===== config.mk =====
export PLATFORM = sky130hd
export DESIGN_NAME = core_pipe_stage_flat
export DESIGN_NICKNAME = d
export VERILOG_FILES = /design/src/rtl/core_pipe_stage_pkg.sv /design/src/rtl/core_pipe_stage_if.sv /design/src/rtl/core_pipe_skid.sv /design/src/rtl/core_pipe_stage.sv /design/src/flat_wrapper.sv
export SDC_FILE = /design/constraint.sdc
export NUM_CORES = 1
export LEC_CHECK = 0
export ABC_AREA = 1
export CORE_AREA = 3 3 209 211
export CTS_BUF_LIST = sky130_fd_sc_hd__clkbuf_8
export CTS_CLUSTER_SIZE = 24
export DETAILED_ROUTE_END_ITERATION = 8
export DIE_AREA = 0 0 212 214
export GPL_TIMING_DRIVEN = 0
export PLACE_DENSITY = 0.63
export RECOVER_POWER = 50
export SYNTH_ARGS = -nofsm -noshare
export SYNTH_HDL_FRONTEND = slang
export SYNTH_SLANG_ARGS = --single-unit

===== constraint.sdc =====
create_clock -name clk -period 3.8 [get_ports clk]
set_input_delay 0.38 -clock clk [delete_from_list [all_inputs] [get_ports clk]]
set_output_delay 0.38 -clock clk [all_outputs]
set_load 0.01 [all_outputs]

===== src/rtl/core_pipe_stage_pkg.sv =====
// Shared types and defaults for the core pipeline stage register.
// The skid-entry FSM states are only used when CORE_PIPE_SKID_EN is defined.
package core_pipe_stage_pkg;

    localparam int unsigned DEF_DATA_WIDTH = 32'd256;
    localparam int unsigned DEF_HOLD_WIDTH = 32'd3;
    localparam int unsigned DEF_HOLD_LEVEL = 32'd3;
    localparam int unsigned DEF_CNT_WIDTH  = 32'd16;

    typedef enum logic [1:0] {
        PIPE_EMPTY = 2'd0,
        PIPE_FULL  = 2'd1,
        PIPE_SKID  = 2'd2
    } pipe_state_e;

endpackage


===== src/rtl/core_pipe_stage_if.sv =====
// Valid/ready/payload link between two pipeline stages.
// The master drives the payload; the slave answers with ready.
interface core_pipe_stage_if #(
    parameter int unsigned DATA_WIDTH = 32'd256
) ();
    logic                  valid;
    logic                  ready;
    logic [DATA_WIDTH-1:0] data;

    modport master (output valid, output data, input ready);
    modport slave  (input valid, input data, output ready);
endinterface


===== src/rtl/core_pipe_skid.sv =====
// Skid entry and occupancy FSM for core_pipe_stage (used only with CORE_PIPE_SKID_EN).
// Tracks main/skid occupancy; payload of the main entry stays in the parent.
module core_pipe_skid
    import core_pipe_stage_pkg::*;
#(
    parameter int unsigned           DATA_WIDTH = DEF_DATA_WIDTH,
    parameter logic [DATA_WIDTH-1:0] NOP_VALUE  = '0
) (
    input  logic                  clk,
    input  logic                  rst,
    input  logic                  flush_i,
    input  logic                  hold_i,
    input  logic                  in_fire_i,
    input  logic                  out_fire_i,
    input  logic [DATA_WIDTH-1:0] in_data_i,
    output logic                  main_valid_o,
    output logic                  skid_valid_o,
    output logic [DATA_WIDTH-1:0] skid_data_o
);

    pipe_state_e           state_q;
    logic                  main_valid_q;
    logic                  skid_valid_q;
    logic [DATA_WIDTH-1:0] skid_data_q;

    // Occupancy FSM with registered valids; flush behaves like reset
    always_ff @(posedge clk) begin
        if (!rst || flush_i) begin
            state_q      <= PIPE_EMPTY;
            main_valid_q <= 1'b0;
            skid_valid_q <= 1'b0;
            skid_data_q  <= NOP_VALUE;
        end else if (!hold_i) begin
            case (state_q)
                PIPE_EMPTY: begin
                    if (in_fire_i) begin
                        state_q      <= PIPE_FULL;
                        main_valid_q <= 1'b1;
                    end
                end
                PIPE_FULL: begin
                    if (in_fire_i && !out_fire_i) begin
                        state_q      <= PIPE_SKID;
                        skid_valid_q <= 1'b1;
                        skid_data_q  <= in_data_i;
                    end else if (out_fire_i && !in_fire_i) begin
                        state_q      <= PIPE_EMPTY;
                        main_valid_q <= 1'b0;
                    end
                end
                PIPE_SKID: begin
                    if (out_fire_i) begin
                        state_q      <= PIPE_FULL;
                        skid_valid_q <= 1'b0;
                    end
                end
                default: begin
                    state_q      <= PIPE_EMPTY;
                    main_valid_q <= 1'b0;
                    skid_valid_q <= 1'b0;
                end
            endcase
        end
    end

    assign main_valid_o = main_valid_q;
    assign skid_valid_o = skid_valid_q;
    assign skid_data_o  = skid_data_q;

endmodule


===== src/rtl/core_pipe_stage.sv =====
// Pipeline register with valid/ready handshake, flush, level hold and saturating stall counter.
// Define CORE_PIPE_SKID_EN to add a skid entry that makes in_ready a registered term.
module core_pipe_stage
    import core_pipe_stage_pkg::*;
#(
    parameter int unsigned           DATA_WIDTH = DEF_DATA_WIDTH,
    parameter logic [DATA_WIDTH-1:0] NOP_VALUE  = '0,
    parameter int unsigned           HOLD_WIDTH = DEF_HOLD_WIDTH,
    parameter int unsigned           HOLD_LEVEL = DEF_HOLD_LEVEL,
    parameter int unsigned           CNT_WIDTH  = DEF_CNT_WIDTH
) (
    input  logic                  clk,
    input  logic                  rst,
    input  logic [HOLD_WIDTH-1:0] hold_flag_in,
    input  logic                  flush_in,
    core_pipe_stage_if.slave      up_if,
    core_pipe_stage_if.master     dn_if,
    output logic [CNT_WIDTH-1:0]  stall_cnt
);

    logic                  hold_s;
    logic                  in_ready_s;
    logic                  out_valid_s;
    logic                  in_fire_s;
    logic                  out_fire_s;
    logic                  main_valid_s;
    logic                  skid_valid_s;
    logic                  load_in_s;
    logic                  load_skid_s;
    logic [DATA_WIDTH-1:0] skid_data_s;
    logic [DATA_WIDTH-1:0] main_data_q;
    logic [DATA_WIDTH-1:0] main_data_d;
    logic [CNT_WIDTH-1:0]  stall_cnt_q;
    logic [CNT_WIDTH-1:0]  stall_cnt_d;

    assign hold_s      = (hold_flag_in >= HOLD_WIDTH'(HOLD_LEVEL));
    assign out_valid_s = main_valid_s && !hold_s && !flush_in;
    assign in_fire_s   = up_if.valid && in_ready_s;
    assign out_fire_s  = out_valid_s && dn_if.ready;
    // Main reloads from input when empty or draining; otherwise it refills from the skid entry
    assign load_in_s   = in_fire_s && (!main_valid_s || out_fire_s);
    assign load_skid_s = out_fire_s && skid_valid_s;

`ifdef CORE_PIPE_SKID_EN
    assign in_ready_s = !skid_valid_s && !hold_s && !flush_in;

    core_pipe_skid #(
        .DATA_WIDTH (DATA_WIDTH),
        .NOP_VALUE  (NOP_VALUE)
    ) u_skid (
        .clk          (clk),
        .rst          (rst),
        .flush_i      (flush_in),
        .hold_i       (hold_s),
        .in_fire_i    (in_fire_s),
        .out_fire_i   (out_fire_s),
        .in_data_i    (up_if.data),
        .main_valid_o (main_valid_s),
        .skid_valid_o (skid_valid_s),
        .skid_data_o  (skid_data_s)
    );
`else
    logic main_valid_q;
    logic main_valid_d;

    assign in_ready_s   = !hold_s && !flush_in && (!main_valid_q || dn_if.ready);
    assign main_valid_s = main_valid_q;
    assign skid_valid_s = 1'b0;
    assign skid_data_s  = NOP_VALUE;

    // Single-entry occupancy next state
    always_comb begin
        main_valid_d = main_valid_q;
        if (flush_in) begin
            main_valid_d = 1'b0;
        end else if (in_fire_s) begin
            main_valid_d = 1'b1;
        end else if (out_fire_s) begin
            main_valid_d = 1'b0;
        end else begin
            main_valid_d = main_valid_q;
        end
    end

    // Single-entry occupancy register
    always_ff @(posedge clk) begin
        if (!rst) begin
            main_valid_q <= 1'b0;
        end else begin
            main_valid_q <= main_valid_d;
        end
    end
`endif

    // Payload and stall-counter next state; the payload is kept after a drain
    always_comb begin
        main_data_d = main_data_q;
        stall_cnt_d = stall_cnt_q;
        if (flush_in) begin
            main_data_d = NOP_VALUE;
        end else if (load_in_s) begin
            main_data_d = up_if.data;
        end else if (load_skid_s) begin
            main_data_d = skid_data_s;
        end else begin
            main_data_d = main_data_q;
        end
        if (up_if.valid && !in_ready_s && (stall_cnt_q != {CNT_WIDTH{1'b1}})) begin
            stall_cnt_d = stall_cnt_q + CNT_WIDTH'(1);
        end else begin
            stall_cnt_d = stall_cnt_q;
        end
    end

    // Payload and stall-counter registers
    always_ff @(posedge clk) begin
        if (!rst) begin
            main_data_q <= NOP_VALUE;
            stall_cnt_q <= '0;
        end else begin
            main_data_q <= main_data_d;
            stall_cnt_q <= stall_cnt_d;
        end
    end

    assign up_if.ready = in_ready_s;
    assign dn_if.valid = out_valid_s;
    assign dn_if.data  = main_data_q;
    assign stall_cnt   = stall_cnt_q;

endmodule

===== src/flat_wrapper.sv =====
// flat-port wrapper written by rule: the top's interface ports become plain ports
module core_pipe_stage_flat import core_pipe_stage_pkg::*;
#(
    parameter int unsigned           DATA_WIDTH = DEF_DATA_WIDTH,
    parameter logic [DATA_WIDTH-1:0] NOP_VALUE  = '0,
    parameter int unsigned           HOLD_WIDTH = DEF_HOLD_WIDTH,
    parameter int unsigned           HOLD_LEVEL = DEF_HOLD_LEVEL,
    parameter int unsigned           CNT_WIDTH  = DEF_CNT_WIDTH
)
  (clk, rst, hold_flag_in, flush_in, stall_cnt, up_if_valid, up_if_data, up_if_ready, dn_if_valid, dn_if_data, dn_if_ready);
  core_pipe_stage_if #(.DATA_WIDTH(DATA_WIDTH)) up_if_i ();
  core_pipe_stage_if #(.DATA_WIDTH(DATA_WIDTH)) dn_if_i ();
  input  logic clk;
  input  logic rst;
  input  logic [HOLD_WIDTH-1:0] hold_flag_in;
  input  logic flush_in;
  output logic [CNT_WIDTH-1:0] stall_cnt;
  input wire logic [$bits(up_if_i.valid)-1:0] up_if_valid;
  input wire logic [$bits(up_if_i.data)-1:0] up_if_data;
  output wire logic [$bits(up_if_i.ready)-1:0] up_if_ready;
  output wire logic [$bits(dn_if_i.valid)-1:0] dn_if_valid;
  output wire logic [$bits(dn_if_i.data)-1:0] dn_if_data;
  input wire logic [$bits(dn_if_i.ready)-1:0] dn_if_ready;
  assign up_if_i.valid = up_if_valid;
  assign up_if_i.data = up_if_data;
  assign up_if_ready = up_if_i.ready;
  assign dn_if_valid = dn_if_i.valid;
  assign dn_if_data = dn_if_i.data;
  assign dn_if_i.ready = dn_if_ready;
  core_pipe_stage #(.DATA_WIDTH(DATA_WIDTH), .NOP_VALUE(NOP_VALUE), .HOLD_WIDTH(HOLD_WIDTH), .HOLD_LEVEL(HOLD_LEVEL), .CNT_WIDTH(CNT_WIDTH)) u_core (.clk(clk), .rst(rst), .hold_flag_in(hold_flag_in), .flush_in(flush_in), .up_if(up_if_i), .dn_if(dn_if_i), .stall_cnt(stall_cnt));
endmodule

==> results of run 1 <==
-- path summary, 6_finish.rpt --
path / end / depth (start not counted) / slack [ns]
max: u_core.dn_if.data[141]$_SDFFE_PP0P_ / 9 / 1.08
min: u_core.dn_if.data[50]$_SDFFE_PP0P_ / 3 / 0.32
max reg2reg: u_core.dn_if.data[141]$_SDFFE_PP0P_ / 9 / 1.08
min reg2reg: u_core.dn_if.data[92]$_SDFFE_PP0P_ / 2 / 0.46
-- flip-flops by register name, indices dropped and copies added (netlist names) --
name / flops
u_core.dn_if.data: 256
u_core.stall_cnt: 16
u_core.main_valid_q: 1
-- cell usage in the layout (no fill, tap or decap), types with 2 or more instances in the layout --
cell type | netlist | routed
xnor2_1 | 2 | 2
nor2_2 | 3 | 2
nand2_2 | 22 | 12
nand4_1 | 4 | 4
clkbuf_8 | 0 | 65
inv_1 | 16 | 32
nand2_1 | 555 | 566
dfxtp_1 | 273 | 273
buf_4 | 14 | 5
o21ai_0 | 2 | 2
a21oi_1 | 49 | 161
nand3b_1 | 2 | 2
nor2_1 | 25 | 26
buf_2 | 56 | 49
dlygate4sd3_1 | 0 | 10
a21oi_2 | 218 | 106
buf_6 | 7 | 5
clkinv_2 | 0 | 4
diode_2 | 0 | 2
clkbuf_1 | 5 | 28
clkdlybuf4s50_1 | 0 | 527
nand3_1 | 10 | 11
xor2_1 | 3 | 3
-- per-stage QoR --
stage	util, %	hold slack [ns]
3_5_place_dp	40.10	0.4564
6_report	41.23	0.3243
2_1_floorplan	-	0.4542
4_1_cts	42.52	0.2623
5_1_grt	41.23	0.2797
3_3_place_gp	40.10	0.4518
-- layout make-up --
class / instances / area, µm²
diodes: 2 / 5.005
fillers: 4351 / 24650
plain buffers: 88 / 451.7
flip-flops and latches: 273 / 5465
clock buffers: 65 / 894.6
clock inverters: 21 / 118.9
multi-input cells: 901 / 4229
well taps: 539 / 674.4
inverters: 21 / 80.08
repair buffers: 537 / 5375
-- layer usage --
metal	up-vias	GRT usage [%]	part of all wire, %	wire length, µm
met5	-	0	0	0
met4	0	6.095	3.1	1287
met3	78	6.517	9.0	3698
met2	395	29.70	48	19750
met1	4863	19.64	39	16140
li1	5274	-	-	-
-- cells by family after synthesis --
logic type | count (synthesis) | share of synthesized area (%)
adder cells (fa/ha/maj) | 1 | 0.1161
XOR/XNOR | 5 | 0.4066
buffers and inverters | 109 | 5.727
flip-flops | 273 | 50.74
AO/OA/AOI/OAI | 269 | 20.10
AND/OR/NAND/NOR | 626 | 22.92
-- power by group --
part / switching, mW / internal [mW]
registers: 0.0197 / 2.90
clock network: 1.24 / 1.59
logic: 0.267 / 0.354
-- worst reg2reg max path: cells and delay by family, from the launching register on --
kind | cells | cell delay, ns
AO/OA/AOI/OAI | 1 | 0.17
AND/OR/NAND/NOR | 4 | 0.64
buffers and inverters | 4 | 1.50
flip-flops | 1 | 0.34
==> summary.txt, run 1 <==
Setup path
  • Critical path endpoint category: flop
  • Critical path class: flop to flop
  • Worst path cell trace: nand2_1 -> nand3_1 -> inv_1 -> nand2_1 -> clkinvlp_2 -> clkbuf_1 -> clkbuf_1 -> nand2_1 -> a21oi_1
  • Startpoint types: flop
  • Buf+Inv Stages, Crit Path: 4
  • CP max stage cell: clkbuf_1
  • Worst path max stage delay: 0.65 ns
  • Worst setup path startpoint: u_core.main_valid_q$_SDFFE_PP0P_
  • Crit path max-delay family: buffers and inverters
  • CP Data Arrival Time: 3.24 ns
  • WP data required: 4.32 ns
  • Reg-to-Reg Start: u_core.main_valid_q$_SDFFE_PP0P_
  • Maximum net fanout on the critical path: 11
  • Critical path's most frequent cell: nand2_1

STA
  • F_max: 368.1 MHz
  • Final setup fails: 0
  • Setup Skew: 0.01771 ns
  • Final worst setup slack: 1.083 ns
  • Final Max Tran Viols: 0
  • Slew @ Worst Pin: 0.8385 ns
  • Final Hold Violating Endpoints: 0
  • Sum Neg Setup Slack: 0 ns
  • Final min period: ~2.7 ns
  • Slew HR: 44.10%
  • Final Cycle Share: 71.50%
  • RSZ-0062 raised after global routing: false

Logic synthesis
  • Syn avg cell area: 8.396 µm²
  • Synth cell count leaders: 555 x nand2_1, 273 x dfxtp_1, 218 x a21oi_2
  • Synth Register Bits: 273
  • Post-synth top area share: 50.74%
  • Syn Inst Count: roughly 1.3k
  • Post-synth EDFFs: 0
  • Yosys warns: 0
  • Synthesized area: 10770 µm²
  • Asr flop ratio synth: 0%
  • Synth top area cells: dfxtp_1 51%, nand2_1 19%, a21oi_2 18%
  • Synth Net Count: 1548
  • Count leader, synth: nand2_1
  • Synth area leader: dfxtp_1
  • Synth cell types: 29
  • Seq/Total Area, Yosys: ~51%
  • Most used flip-flop cell after synthesis: dfxtp_1

Power
  • Power Dens Cells: 368.2 nW/µm²
  • Max IR drop VDD: 0.2148 mV
  • Leak pwr: about 5.7 nW
  • Pwr Total: 6.367 mW

Placed design
  • Placed Area: ~17000 µm²
  • Routability Congestion: 0.8582
  • DP HPWL: 31620 µm
  • Placed cells: 2359
  • Port-buffer cells: 537
  • Pre-CTS worst setup slack: about 1.5 ns

Clock tree
  • Worst-path clk slew: 0.07 ns
  • Post-CTS Setup Repair Bufs: 0
  • TritonCTS clock tree: yes
  • Resized Gates After CTS: 0
  • Cts hold-fix bufs: 0
  • Clock Sinks: 273
  • Clk_lat worst skew: 0.60 ns
  • Root buffer cell: clkbuf_8
  • H-tree levels: 2
  • Clock buffer depth: 3
  • Num CTS Buffers: 50

Outcome
  • Status: complete, no violations

Route
  • DR vias/cell: 4.336
  • Detailed Routing Iterations Pass 1: 4
  • Average wire per standard cell: 16.70 µm
  • Antenna-violating nets left: 0
  • Routed Wire Length: between 40000 and 50000 µm
  • Via Count: 10.61k
  • # DRC: 0
  • DR iter-0 viols: approximately 460

Floorplan
  • Die width: roughly 210 µm
  • Cell Rows: 75
  • Die span in y: 214 µm
  • Initial core utilization: 25.68%
  • Boundary pin count: 538
  • Die area: 45370 µm²
  • Area of the core: 41950 µm²

Final layout
  • Number of nets in the layout: 2137
  • Final Non-Filler Cells: between 2k and 2.5k
  • Share of cells above drive strength 1: between 10% and 20%
  • Post-Layout Inst Area: between 15000 and 20000 µm²
  • Area growth syn-to-layout: 60.55%

Global route
  • First-pass GRT wire length: 62010 µm
  • Total gr overflow: 0
  • Antenna violations before repair: 2
  • Vias in the first global route: 10.91k
  • Total GRT Usage: 17.33%
  • Largest net degree at the start of global routing: 13

Run
  • Max-cap viol count: 0

Min path
  • Hold Path Origin: up_if_data[50]
  • Worst Hold Class: primary input to flop
Note: power is estimated with default switching activity, not from simulation.
==> run 2: changes to the inputs <==
Settings changed: CORE_AREA 3 3 209 211 to 3 3 207 209, DIE_AREA 0 0 212 214 to 0 0 210 212, PLACE_DENSITY 0.63 to 0.64.
Clock period 3.8 ns to 2.5 ns, I/O delays scaled along.
==> summary.txt, run 2 (synthesis gave the netlist of run 1 again) <==
Outcome
  • Status: complete, no violations

Final layout
  • Fillers: 4210 (-3.2%)
  • Max reg flops: 256 (unchanged)
  • Most frequent cells in the layout: 562 x nand2_1, 500 x clkdlybuf4s50_1, 273 x dfxtp_1
  • Register area: 5465 µm² (unchanged)
  • Share of cells above drive strength 1: 14.30% (+0.92 points)
  • Commonest non-fill, non-tap cell in the layout: nand2_1
  • Number of nets in the layout: 2137 (unchanged)
  • Final Non-Filler Cells: 2442 (-0.20%)
  • Multi-input gate area: 4259 µm² (+0.71%)
  • Area growth syn-to-layout: 61.25%

Clock tree
  • Cts hold-fix bufs: 0 (unchanged)
  • Resized Gates After CTS: 0 (unchanged)
  • Clk_lat worst skew: 0.59 ns (about the same)
  • Clock buffer depth: 3 (unchanged)
  • Worst-path clk slew: 0.06 ns (about the same)
  • Clock Sinks: 273 (unchanged)
  • H-tree levels: 2 (unchanged)
  • Root buffer cell: clkbuf_8
  • Num CTS Buffers: 50 (unchanged)
  • TritonCTS clock tree: yes
  • Post-CTS Setup Repair Bufs: 0 (unchanged)

Global route
  • Total GRT Usage: 18.03% (+0.70 points)
  • Total gr overflow: 0 (unchanged)
  • Largest net degree at the start of global routing: 13 (unchanged)
  • Vias in the first global route: 11.09k (+1.7%)
  • First-pass GRT wire length: 63160 µm (+1.9%)
  • Antenna violations before repair: 2 (unchanged)

Setup path
  • Reg-to-Reg Start: u_core.main_valid_q$_SDFFE_PP0P_
  • WP data required: 2.25 ns (-2.07 ns)
  • Maximum net fanout on the critical path: 4 (-7)
  • CP Data Arrival Time: 1.84 ns (-1.40 ns)
  • Worst path max stage delay: 0.59 ns (-0.06 ns)
  • R2R depth: 9 (unchanged)
  • Critical path endpoint category: primary output
  • Reg2reg end: u_core.dn_if.data[39]$_SDFFE_PP0P_
  • CP max stage cell: clkdlybuf4s50_1
  • Reg2Reg Setup Slack: 0.46 ns (-0.62 ns)
  • Critical path class: flop to primary output
  • Startpoint types: flop
  • Worst path cell trace: nand2_1 -> nand3_1 -> inv_1 -> clkdlybuf4s50_1

Route
  • DR vias/cell: 4.406 (+1.6%)
  • Average wire per standard cell: 17.10 µm (+2.4%)
  • Detailed Routing Iterations Pass 1: 4 (unchanged)
  • # DRC: 0 (unchanged)
  • Routed Wire Length: 41770 µm (+2.2%)
  • Antenna-violating nets left: 0 (unchanged)
  • DR iter-0 viols: 470 (+2.0%)
  • Via Count: 10.76k (+1.4%)

STA
  • Final setup fails: 0 (unchanged)
  • Final Max Tran Viols: 0 (unchanged)
  • Setup Skew: 0.009340 ns (-0.008375 ns)
  • Sum Neg Setup Slack: 0 ns (unchanged)
  • Final Cycle Share: 83.67%
  • Final min period: 2.092 ns
  • Slew HR: 49.76% (+5.7 points)
  • RSZ-0062 raised after global routing: false
  • F_max: between 400 and 500 MHz
  • Final Hold Violating Endpoints: 0 (unchanged)
  • Slew @ Worst Pin: 0.7535 ns (-0.08493 ns)

Placed design
  • DP HPWL: 32180 µm (+1.8%)
  • Port-buffer cells: 537 (unchanged)
  • Routability Congestion: 0.8453 (-1.5%)
  • Placed cells: 2352 (-0.30%)

Power
  • Max IR drop VDD: 0.3768 mV (+75%)
  • Power Dens Cells: 561.9 nW/µm² (+53%)
  • Leak pwr: 5.907 nW (+2.8%)

Min path
  • Worst Hold Class: primary input to flop
  • Hold EP: u_core.dn_if.data[86]$_SDFFE_PP0P_
  • Cells on Worst Hold Path: 3 (unchanged)
  • Hold Path Origin: up_if_data[86]

Floorplan
  • Die span in y: 212 µm (-0.93%)
  • Die width: 210 µm (-0.94%)
  • Boundary pin count: 538 (unchanged)
  • Area of the core: 41020 µm² (-2.2%)
  • Initial core utilization: 26.26% (+0.58 points)
  • Cell Rows: 74 (-1.3%)
  • Die area: 44520 µm² (-1.9%)

Run
  • Max-cap viol count: 0 (unchanged)
[run 2: changes by cell type in the layout (fill, tap and decap cells not counted), sizes merged]
cell and change:
diode -1, clkbuf -3, clkdlybuf4s50 -27, inv +2, dlygate4sd3 +27, clkinv -1, buf +5
[run 2: critical path: cells and delay by family (launching register included)]
family / cells / cell delay, ns
buf+inv: 2 / 0.74
flops: 1 / 0.32
simple gates: 2 / 0.20
[run 2: layout make-up]
class | count | area share (%)
flip-flops and latches | 273 | 31.47
repair buffers | 537 | 30.95
multi-input cells | 901 | 24.52
clock buffers | 67 | 5.309
well taps | 532 | 3.832
plain buffers | 88 | 2.773
clock inverters | 22 | 0.6771
inverters | 21 | 0.4610
diodes | 1 | 0.01441
[run 2: worst max-delay path by stage]
stage	from	endpoint	slack [ns]	cells after the start
final	u_core.main_valid_q$_SDFFE_PP0P_	up_if_ready	0.41	4
after global routing	u_core.main_valid_q$_SDFFE_PP0P_	u_core.dn_if.data[33]$_SDFFE_PP0P_	0.18	9
after CTS	u_core.main_valid_q$_SDFFE_PP0P_	up_if_ready	0.43	4
after detailed placement	flush_in	u_core.dn_if.data[100]$_SDFFE_PP0P_	0.39	10
after global placement	flush_in	u_core.dn_if.data[100]$_SDFFE_PP0P_	0.40	10
after floorplan	u_core.stall_cnt[0]$_SDFFE_PN0P_	u_core.stall_cnt[10]$_SDFFE_PN0P_	1.00	9
[run 2: layer usage]
| layer | wire length [µm] | vias to the layer above | GRT usage, % |
|---|---|---|---|
| li1 | - | 5283 | - |
| met1 | 16760 | 4983 | 20.92 |
| met2 | 20000 | 402 | 30.88 |
| met3 | 3386 | 91 | 6.020 |
| met4 | 1615 | 0 | 7.091 |
| met5 | 0 | - | 0 |
[run 2: report_power, final]
part / leakage [nW] / internal [mW] / switching [mW] / total [mW]
Sequential: 2.20 / 4.40 / 0.0297 / 4.43
Clock: 0.597 / 2.48 / 1.90 / 4.37
Combinational: 3.11 / 0.541 / 0.411 / 0.952
Total: 5.91 / 7.42 / 2.34 / 9.76
[run 2: stage by stage]
step / utilization [%] / setup slack (ns) / hold WS (ns) / power, mW / area [µm²]
6_report: 42.35 / 0.4082 / 0.2146 / 9.760 / 17370
5_1_grt: 42.35 / 0.1797 / 0.1734 / 10.18 / 17370
4_1_cts: 43.52 / 0.4263 / 0.1469 / 9.984 / 17850
3_5_place_dp: 40.99 / 0.3930 / 0.4566 / 5.530 / 16810
3_3_place_gp: 40.99 / 0.4011 / 0.4516 / 5.523 / 16810
2_1_floorplan: - / 1.002 / 0.3704 / 4.878 / 10770
